<file path="src/rtl/sr_transfer_ctrl.sv">
// Sequencer that drives two universal shift registers (A and B) through
// load, move, swap and copy transfers. Optional macro: SR_CTRL_ROTATE_EN.
module sr_transfer_ctrl #(
   parameter int WIDTH = 4
) (
   input  logic             clk,
   input  logic             clear_b,
   input  logic             start,
   input  logic [1:0]       op,
   input  logic             sout_a,
   input  logic             sout_b,
   input  logic [WIDTH-1:0] pout_a,
   output logic [1:0]       s_a,
   output logic [1:0]       s_b,
   output logic             sin_r_a,
   output logic             sin_r_b,
   output logic [WIDTH-1:0] pin_b,
   output logic             busy,
   output logic             done
);

   localparam int CW = (WIDTH > 1) ? $clog2(WIDTH) : 1;

   localparam logic [1:0] OP_LOAD_A   = 2'b00;
   localparam logic [1:0] OP_MOVE_A2B = 2'b01;
   localparam logic [1:0] OP_SWAP     = 2'b10;
   localparam logic [1:0] OP_COPY_A2B = 2'b11;

   localparam logic [1:0] MODE_HOLD  = 2'b00;
   localparam logic [1:0] MODE_SHR   = 2'b01;
   localparam logic [1:0] MODE_PLOAD = 2'b11;

   typedef enum logic [1:0] {
      IDLE  = 2'b00,
      ONE   = 2'b01,
      SHIFT = 2'b10,
      DONE  = 2'b11
   } state_t;

   state_t          state_r;
   state_t          next_state_s;
   logic [CW-1:0]   count_r;
   logic [1:0]      op_r;
   logic            shift_op_s;

   // MOVE and SWAP are the multi-cycle serial transfers
   assign shift_op_s = op[1] ^ op[0];

   // State, shift counter and captured opcode
   always_ff @(posedge clk or posedge clear_b) begin
      if (clear_b) begin
         state_r <= IDLE;
         count_r <= {CW{1'b0}};
         op_r    <= OP_LOAD_A;
      end else begin
         state_r <= next_state_s;
         case (state_r)
            IDLE: begin
               if (start) begin
                  op_r <= op;
                  if (shift_op_s) begin
                     count_r <= CW'(WIDTH - 1);
                  end
               end
            end
            SHIFT: begin
               if (count_r != {CW{1'b0}}) begin
                  count_r <= count_r - CW'(1);
               end
            end
            default: begin
               count_r <= count_r;
            end
         endcase
      end
   end

   // Next-state logic and register control decode
   always_comb begin
      next_state_s = state_r;
      s_a          = MODE_HOLD;
      s_b          = MODE_HOLD;
      sin_r_a      = 1'b0;
      sin_r_b      = 1'b0;
      pin_b        = {WIDTH{1'b0}};
      busy         = 1'b1;
      done         = 1'b0;
      case (state_r)
         IDLE: begin
            busy = 1'b0;
            if (start) begin
               next_state_s = shift_op_s ? SHIFT : ONE;
            end else begin
               next_state_s = IDLE;
            end
         end
         ONE: begin
            next_state_s = DONE;
            if (op_r == OP_COPY_A2B) begin
               s_b   = MODE_PLOAD;
               pin_b = pout_a;
            end else if (op_r == OP_LOAD_A) begin
               s_a = MODE_PLOAD;
            end else begin
               s_a = MODE_HOLD;
            end
         end
         SHIFT: begin
            s_a     = MODE_SHR;
            s_b     = MODE_SHR;
            sin_r_b = sout_a;
            if (op_r == OP_SWAP) begin
               sin_r_a = sout_b;
            end else if (op_r == OP_MOVE_A2B) begin
`ifdef SR_CTRL_ROTATE_EN
               sin_r_a = sout_a;
`else
               sin_r_a = 1'b0;
`endif
            end else begin
               sin_r_a = 1'b0;
            end
            if (count_r == {CW{1'b0}}) begin
               next_state_s = DONE;
            end else begin
               next_state_s = SHIFT;
            end
         end
         DONE: begin
            done         = 1'b1;
            next_state_s = IDLE;
         end
         default: begin
            next_state_s = IDLE;
         end
      endcase
   end

endmodule

</file>
<file path="config.mk">
export PLATFORM = sky130hd
export DESIGN_NAME = sr_transfer_ctrl
export DESIGN_NICKNAME = d
export VERILOG_FILES = /design/src/rtl/sr_transfer_ctrl.sv
export SDC_FILE = /design/constraint.sdc
export NUM_CORES = 1
export LEC_CHECK = 0
export ABC_AREA = 1
export BUFFER_PORTS_ARGS = -buffer_cell sky130_fd_sc_hd__buf_2
export CORE_AREA = 2 2 39 41
export CTS_CLUSTER_DIAMETER = 150
export DETAILED_ROUTE_END_ITERATION = 7
export DIE_AREA = 0 0 41 43
export PLACE_DENSITY = 0.66
export SLEW_MARGIN = 20
export SYNTH_ARGS = -nofsm -noshare
export SYNTH_HDL_FRONTEND = slang
export SYNTH_SLANG_ARGS = --single-unit
</file>
<file path="constraint.sdc">
create_clock -name clk -period 1.9 [get_ports clk]
set_clock_uncertainty 0.15 [all_clocks]
set_input_delay 0.095 -clock clk [delete_from_list [all_inputs] [get_ports clk]]
set_output_delay 0.095 -clock clk [all_outputs]
set_load 0.03 [all_outputs]
</file>
Yosys cells after proc, flatten, opt, wreduce, memory -nomap -nowiden
Cells that the tools add are included.
{"block": "totals", "reg_bits": 6, "inputBits": 11, "out_inout_bits": 12}
{"block": "op_classes", "addsub": 1, "n_eq_ne": 8, "n_mux": 20, "bitwise_logic": 1, "reduce_logical": 7}
{"cell": "2-bit two-way mux", "n": 8}
{"cell": "2-bit case mux with 2 select lines", "n": 3}
{"cell": "2-bit equality test, second input constant", "n": 4}
{"cell": "4-bit two-way mux", "n": 2}
{"cell": "2-bit case mux with 4 select lines", "n": 1}
{"cell": "2-bit logical NOT", "n": 3}
{"cell": "1-bit two-way mux", "n": 6}
{"cell": "2-bit != test, second input constant", "n": 3}
{"cell": "4-bit AND reduction", "n": 1}
{"cell": "2-bit nonzero test", "n": 2}
{"cell": "2-bit by 1-bit equality test with 1-bit output, second input constant", "n": 1}
{"cell": "2-bit AND reduction", "n": 1}
{"cell": "2-bit by 1-bit subtractor with 2-bit output, second input constant", "n": 1}
{"cell": "1-bit XOR", "n": 1}

Depth between registers and ports, before layout
Gate-level depths: netlist of the first run.
{"block": "logic_depth", "depth_word": 4, "depth_mapped": 8, "ltp_nobuf": 8}

Worst setup path after synthesis of the first run
OpenSTA, ideal clock, no wires.
{"block": "synth_path", "kind": "flip-flop to output port", "startpoint": "register state_r[0]", "endpoint": "output sin_r_a", "arrival_time_ns": 1.415, "setup_slack_ns": 0.240, "stages_incl_launch_ff": 5, "path_buffers": 0, "path_cell_list": "dfrtp_1 > inv_1 > ha_1 > inv_1 > nor3_1"}
{"block": "synth_between", "elab_chain_cells": 2}
{"item": "start: declaration", "line_no": "40", "rtl": "state_t state_r;"}
{"item": "start signal: assignment", "line_no": "56", "rtl": "state_r <= next_state_s;"}
{"item": "2-bit equality test", "line_no": "88", "rtl": "case (state_r)"}
{"item": "1-bit two-way mux", "line_no": "88"}
{"item": "end: declaration", "line_no": "15", "rtl": "output logic sin_r_a,"}
Every way passes these cells.

Worst setup path in the final report of the first run
{"block": "layout_path", "startpoint": "register state_r[1]", "endpoint": "output s_b[0]"}
{"block": "layout_between", "elab_chain_cells": 2, "word_cells_on_any_way": 3, "classes_between": "2 x eq/ne; 1 x mux"}
{"item": "2-bit equality test or 2-bit by 1-bit equality test with 1-bit output (tied branches)", "line_no": "88"}
{"item": "2-bit case mux with 2 select lines (*)", "line_no": "88"}
{"item": "end: declaration", "line_no": "14", "rtl": "output logic [1:0] s_b,"}
Every way passes the cells marked *; elsewhere a longest branch is shown, timed or not.

==> summary.txt, run 1 <==
Die
  • Floorplan row count: 14
  • Die extent in y: 43 µm
  • Horizontal extent of the die: 41 µm
  • Core area: 0.00138 mm²
  • Total die area: 0.00176 mm²
  • Effective utilization at floorplan: 35.4%
  • IO Pins: 23

Setup path
  • Required time at the endpoint of the critical path: 1.65 ns
  • Largest fanout on the critical path: 6
  • CP Data Arrival Time: 1.49 ns
  • Worst setup EP type: output pin
  • Startpoint Class: flip-flop
  • Type of the setup path with the least slack: flip-flop to output pin

Logic synthesis
  • Unique masters post-synth: 13
  • Synth Net Count: 89
  • Largest area contributor in the synthesized netlist: dfrtp_1
  • Mean Syn Cell Area: 6.91 µm²
  • Main area contributors after synthesis: dfrtp_1, ha_1, nand2_1, inv_1, nor2_1
  • Mapped Area: 490 µm²
  • Share of the synthesized area in the top cell type: 30.6%
  • Synthesized flop and latch total: 6
  • Part of the Yosys area used for sequential elements: a little under a third
  • Mapped Cells: 71
  • Yosys synthesis warning count: 0

Detailed routing
  • Remaining routing DRC violations: 0
  • Vias after detailed routing: 509
  • First-pass iteration count of the detailed router: 4
  • Average vias per placed instance: 4.43
  • Number of violations reported at the end of detailed-routing iteration 0: 7
  • Routed wire per std cell: 9.37 µm
  • Post-Route WL: 1080 µm
  • Routed Antenna Nets: 0

Clocking
  • Clock input transition at the sequential cells of the worst setup and hold paths: roughly 0.040 ns
  • Clock sink count: 6
  • Number of buffers between clock root and the deepest sink: 2
  • Insertion delay of the later-clocked pin in the worst-skew pair: 0.24 ns
  • Post-CTS setup buffer count: 0
  • Clock buffer count from CTS: 3
  • CTS tree: done
  • Buffer type at the clock tree root: clkbuf_4
  • Total number of H-tree levels: 1

Power
  • Internal portion of total power: 455 µW
  • Maximum vdd ir drop: approximately 0.6 mV
  • Relative contribution of sequential cells to total power: 26.7%
  • Switching Power: 472 µW
  • Power per standard cell area: 1370 mW/mm²
  • Part of the power in the clock network: 12.4%
  • Fraction of power spent switching nets: 50.9%
  • Combinational fraction of design power: 60.9%
  • Static power due to leakage: 0.000426 µW

Timing
  • Worst max-slew margin expressed relative to the limit: 84.0%
  • Fmax: 0.578 GHz
  • Final critical-path required period: about 1.7 ns
  • Setup-violating endpoint count in the final report: 0
  • Fin Hold WS: 0.0313 ns
  • Setup repair after global routing missed its margin: no
  • Max Slew Vio Count: 0
  • Slew at the pin with the worst max-slew slack: around 0.24 ns
  • Setup WS post-layout: about 0.17 ns
  • Share of the cycle needed by the critical path after routing: between 90 and 100%
  • Setup tns final: 0 ns
  • Final hold violation count: 0

Placed design
  • Buffers on Ports: 22
  • Worst-case setup slack after placement: 0.362 ns
  • Final GP Congestion: approximately 0.84
  • Detailed placement HPWL: 907 µm

Cells and area
  • Number of inserted diodes: 0
  • Share of cells above drive strength 1: 29.3%
  • Area Growth Syn to Fin: 38.3%
  • Final net count: 119
  • Footprint of the multi-input gates: about 280 µm²
  • Sequential standard cell area: 150 µm²
  • Fill cell total of the finished layout: about 150

Run status
  • Outcome: completed

Job
  • Max capacitance violation total: 0

Global route
  • Via count of the first global-routing pass: roughly 470
  • Global route total overflow: 0
  • Largest net degree at the start of global routing: 7
  • Wire length of the first global-routing pass: 1790 µm
  • Number of antenna violations at the first check in global routing: 0
  • GR Util All Layers: 14.8%

Hold path
  • Class of the most critical hold timing path: input port to flip-flop
-- kinds of logic after synthesis --
logic type,after synthesis,share of synthesized area (%)
adders and majority gates,7,17.9
and+or+nand+nor,33,27.8
AOI/OAI and AO/OA,8,10.7
buffers and inverters,17,13.0
DFF,6,30.6
-- per-layer routing --
metal | GRT usage (%) | vias up | part of all wire [%]
met5 | 0 | - | 0
met4 | 4.00 | 0 | 0
met3 | 3.14 | 0 | 9.7
met2 | 24.4 | 23 | 46
met1 | 18.5 | 212 | 44
li1 | - | 274 | -
-- path summary, 6_finish.rpt --
check	slack [ns]	from	cells past startpoint	endpoint
setup / recovery	0.17	state_r[1]	5	s_b[0]
hold / removal	0.03	start	3	state_r[1]
setup reg to reg	0.41	state_r[0]	7	count_r[1]
hold reg to reg	0.33	count_r[1]	2	count_r[1]
max in group asynchronous	1.24	clear_b	3	state_r[1]
min in group asynchronous	0.16	clear_b	3	op_r[1]
-- cells in the final DEF (no fill, tap or decap) --
| cell | n |
|---|---|
| clkbuf_4 | 3 |
| a21oi_4 | 1 |
| o22ai_1 | 1 |
| nand3_1 | 4 |
| dlygate4sd3_1 | 3 |
| ha_1 | 7 |
| o21ai_0 | 2 |
| nor2_1 | 7 |
| dfrtp_1 | 6 |
| nor3_1 | 1 |
| nand2_2 | 2 |
| a21oi_1 | 2 |
| nand3_2 | 1 |
| buf_2 | 22 |
| nand2_1 | 18 |
| o21ai_1 | 2 |
| inv_1 | 17 |
-- registers in the layout, indices dropped and copies added, names as in the netlist --
register and flops:
state_r 2, op_r 2, count_r 2
-- per-stage QoR --
| step | std cells | instance area [µm²] | total power, µW | util [%] |
|---|---|---|---|---|
| final | 115 | 678 | 927 | 49.0 |
| after global routing | 115 | 678 | 1030 | 49.0 |
| after global placement | 109 | 621 | 790 | 44.8 |
| after floorplan | 71 | 490 | 663 | - |
| after detailed placement | 109 | 621 | 804 | 44.8 |
| after CTS | 115 | 673 | 931 | 48.6 |
-- repair_timing --
| item | CTS | global route |
|---|---|---|
| resized for setup | 0 | 1 |
| hold buffers | 3 | 0 |
| endpoints found under the hold margin | 8 | 0 |
| setup endpoints to repair | 0 | 5 |
-- power by group through the flow --
stage               logic, µW  registers [µW]  clock network (µW)
floorplan                 433             230                   0
CTS                       568             244                 120
global placement          550             241                   0
finish                    565             247                 115
detailed placement        559             245                   0
global route              645             257                 124
-- critical path, stage by stage, from the launching register on --
cell and delay, ns:
dfrtp_1 0.41, inv_1 0.11, ha_1 0.23, nand3_2 0.15, o21ai_1 0.14, buf_2 0.21
-- synthesized netlist by cell type --
master / n
a21oi_1: 2
a21oi_4: 1
dfrtp_1: 6
ha_1: 7
inv_1: 17
nand2_1: 18
nand2_2: 2
nand3_1: 5
nor2_1: 7
nor3_1: 1
o21ai_0: 2
o21ai_1: 2
o22ai_1: 1
-- cell type report --
type                       instances  share of cell area [%]
multi-input combinational         48                    41.5
sequential                         6                    22.1
timing repair buffer              25                    20.7
inverter                          17                    9.41
clock buffer                       3                    3.32
tap                               16                    2.95
(Power assumes the default switching activity.)
==> run 2, diff against run 1 <==
clock period = 2.18 ns   (was 1.9 ns; I/O delays follow)
==> run 2 against run 1 <==
Clock power is 12% lower. Via count is 1.8% lower. First-iteration DRC count stayed put. Flip-flop and latch count stayed put. Total power is 14% lower. Die area stayed put. Setup slack better by 0.22 ns. Global-route usage is 1.0 points lower. Non-clock buffer count is 1 lower. Sequential share of layout area is 0.50 points higher. Count of clock-buffer cells in the layout stayed put. Critical endpoint unchanged.
==> summary.txt, run 2 (synthesis results as in run 1) <==
Clocking
  • Buffer type at the clock tree root: clkbuf_4
  • Total number of H-tree levels: 1 (unchanged)
  • Clock sink count: 6 (unchanged)
  • Insertion delay of the later-clocked pin in the worst-skew pair: 0.24 ns (about the same)
  • Number of buffers between clock root and the deepest sink: 2 (unchanged)
  • CTS tree: done
  • Clock input transition at the sequential cells of the worst setup and hold paths: 0.04 ns (about the same)
  • Clock buffer count from CTS: 3 (unchanged)
  • Post-CTS setup buffer count: 0 (unchanged)

Die
  • IO Pins: 23 (unchanged)
  • Horizontal extent of the die: 41 µm (unchanged)
  • Floorplan row count: 14 (unchanged)
  • Core area: 0.00138 mm² (unchanged)
  • Die extent in y: 43 µm (unchanged)
  • Total die area: 0.00176 mm² (unchanged)
  • Effective utilization at floorplan: 35.4% (unchanged)

Run status
  • Outcome: completed

Global route
  • GR Util All Layers: 13.8% (-1.0 points)
  • Global route total overflow: 0 (unchanged)
  • Via count of the first global-routing pass: 422 (-9.2%)
  • Largest net degree at the start of global routing: 7 (unchanged)
  • Number of antenna violations at the first check in global routing: 0 (unchanged)
  • Wire length of the first global-routing pass: 1660 µm (-7.0%)

Placed design
  • Final GP Congestion: 0.838 (+0.28%)
  • Buffers on Ports: 22 (unchanged)
  • Detailed placement HPWL: 865 µm (-4.5%)

Timing
  • Worst max-slew margin expressed relative to the limit: 83.7% (-0.28 points)
  • Fmax: ~0.56 GHz
  • Setup repair after global routing missed its margin: no
  • Fin Hold WS: 0.0133 ns (-0.0180 ns)
  • Slew at the pin with the worst max-slew slack: 0.244 ns (+0.00414 ns)
  • Max Slew Vio Count: 0 (unchanged)
  • Share of the cycle needed by the critical path after routing: 82.3%
  • Final critical-path required period: 1.79 ns
  • Setup-violating endpoint count in the final report: 0 (unchanged)
  • Setup tns final: 0 ns (unchanged)
  • Final hold violation count: 0 (unchanged)

Detailed routing
  • Post-Route WL: 1030 µm (-4.7%)
  • Routed Antenna Nets: 0 (unchanged)
  • Average vias per placed instance: 4.39 (-0.91%)
  • Number of violations reported at the end of detailed-routing iteration 0: 7 (unchanged)
  • Vias after detailed routing: 500 (-1.8%)
  • Routed wire per std cell: 9.00 µm (-3.9%)
  • First-pass iteration count of the detailed router: 4 (unchanged)
  • Remaining routing DRC violations: 0 (unchanged)

Hold path
  • Class of the most critical hold timing path: input port to flip-flop
  • Worst-case hold path end point: op_r[1]
  • Number of cells on the worst hold path: 3 (unchanged)
  • Critical hold path startpoint: op[1]

Setup path
  • Worst setup EP type: output pin
  • R2R Setup Slk: 0.67 ns (+0.26 ns)
  • Startpoint Class: flip-flop
  • Startpoint of the lowest-slack register-to-register path: state_r[0]
  • Crit Reg-Reg Endpoint: count_r[1]
  • Largest fanout on the critical path: 6 (unchanged)
  • CP Data Arrival Time: 1.54 ns (+0.05 ns)
  • Required time at the endpoint of the critical path: 1.92 ns (+0.27 ns)
  • Logic depth of the worst register-to-register path: 7 (unchanged)
  • Type of the setup path with the least slack: flip-flop to output pin

Cells and area
  • Registers with the most flip-flops: count_r: 2 flops, op_r: 2 flops, state_r: 2 flops
  • Highest-count cells in the layout ignoring fill and taps: buf_2, nand2_1, inv_1, nor2_1, ha_1
  • Commonest non-fill, non-tap cell in the layout: buf_2
  • Final net count: 118 (-0.84%)
  • Area Growth Syn to Fin: 35.2%
  • Share of cells above drive strength 1: 28.6% (-0.72 points)
  • Number of inserted diodes: 0 (unchanged)

Power
  • Maximum vdd ir drop: 0.491 mV (-18%)
  • Power per standard cell area: 1200 mW/mm² (-12%)
  • Total power of the final layout: 795 µW (-14%)
  • Static power due to leakage: 0.000422 µW (-1.0%)

Job
  • Max capacitance violation total: 0 (unchanged)
-- run 2: changes by cell type in the layout (fill, tap and decap cells not counted), sizes merged --
cell,previous run,this run
dlygate4sd3,3,2
-- run 2: how the worst max path moves through the flow --
stage / to / from / cells after the start / slack, ns
floorplan: sin_r_a / state_r[0] / 4 / 0.51
global placement: s_b[0] / state_r[1] / 5 / 0.64
detailed placement: s_b[0] / state_r[1] / 5 / 0.62
CTS: s_b[0] / state_r[1] / 5 / 0.36
global route: pin_b[0] / state_r[1] / 5 / 0.26
finish: s_b[0] / state_r[1] / 5 / 0.39
-- run 2: metrics by stage --
step	setup slack [ns]	util (%)	cells	cell area, µm²
global route	0.256	47.9	114	663
floorplan	0.506	-	71	490
detailed placement	0.623	44.8	109	621
CTS	0.359	47.9	114	663
global placement	0.642	44.8	109	621
finish	0.386	47.9	114	663
-- run 2: layout make-up --
cell class	instances	area, µm²
timing repair buffer	24	130
fill	152	721
inverter	17	63.8
multi-input combinational	48	277
tap	16	20.0
clock buffer	3	22.5
sequential	6	150
-- run 2: critical path, cell delays in order (launching register included) --
cell and delay, ns:
dfrtp_1 0.40, inv_1 0.11, ha_1 0.21, nand3_1 0.20, o21ai_1 0.17, buf_2 0.21
-- run 2: what timing repair did --
item | CTS | global route
resized for setup | 0 | 0
hold endpoints to repair | 7 | 0
hold buffers | 2 | 0
-- run 2: power by group --
group          internal [µW]  switching [µW]  total (µW)  leakage, µW
Clock                   62.2            39.0         101    0.0000138
Sequential               165            42.2         208    0.0000735
Combinational            166             321         486     0.000335
-- run 2: layer usage --
metal / global-route usage, % / routed length [µm] / share of wire (%) / vias to the layer above
li1: - / - / - / 269
met1: 17.5 / 482 / 47 / 208
met2: 21.3 / 433 / 42 / 21
met3: 1.57 / 90 / 8.8 / 2
met4: 8.00 / 20 / 1.9 / 0
met5: 0 / 0 / 0 / -
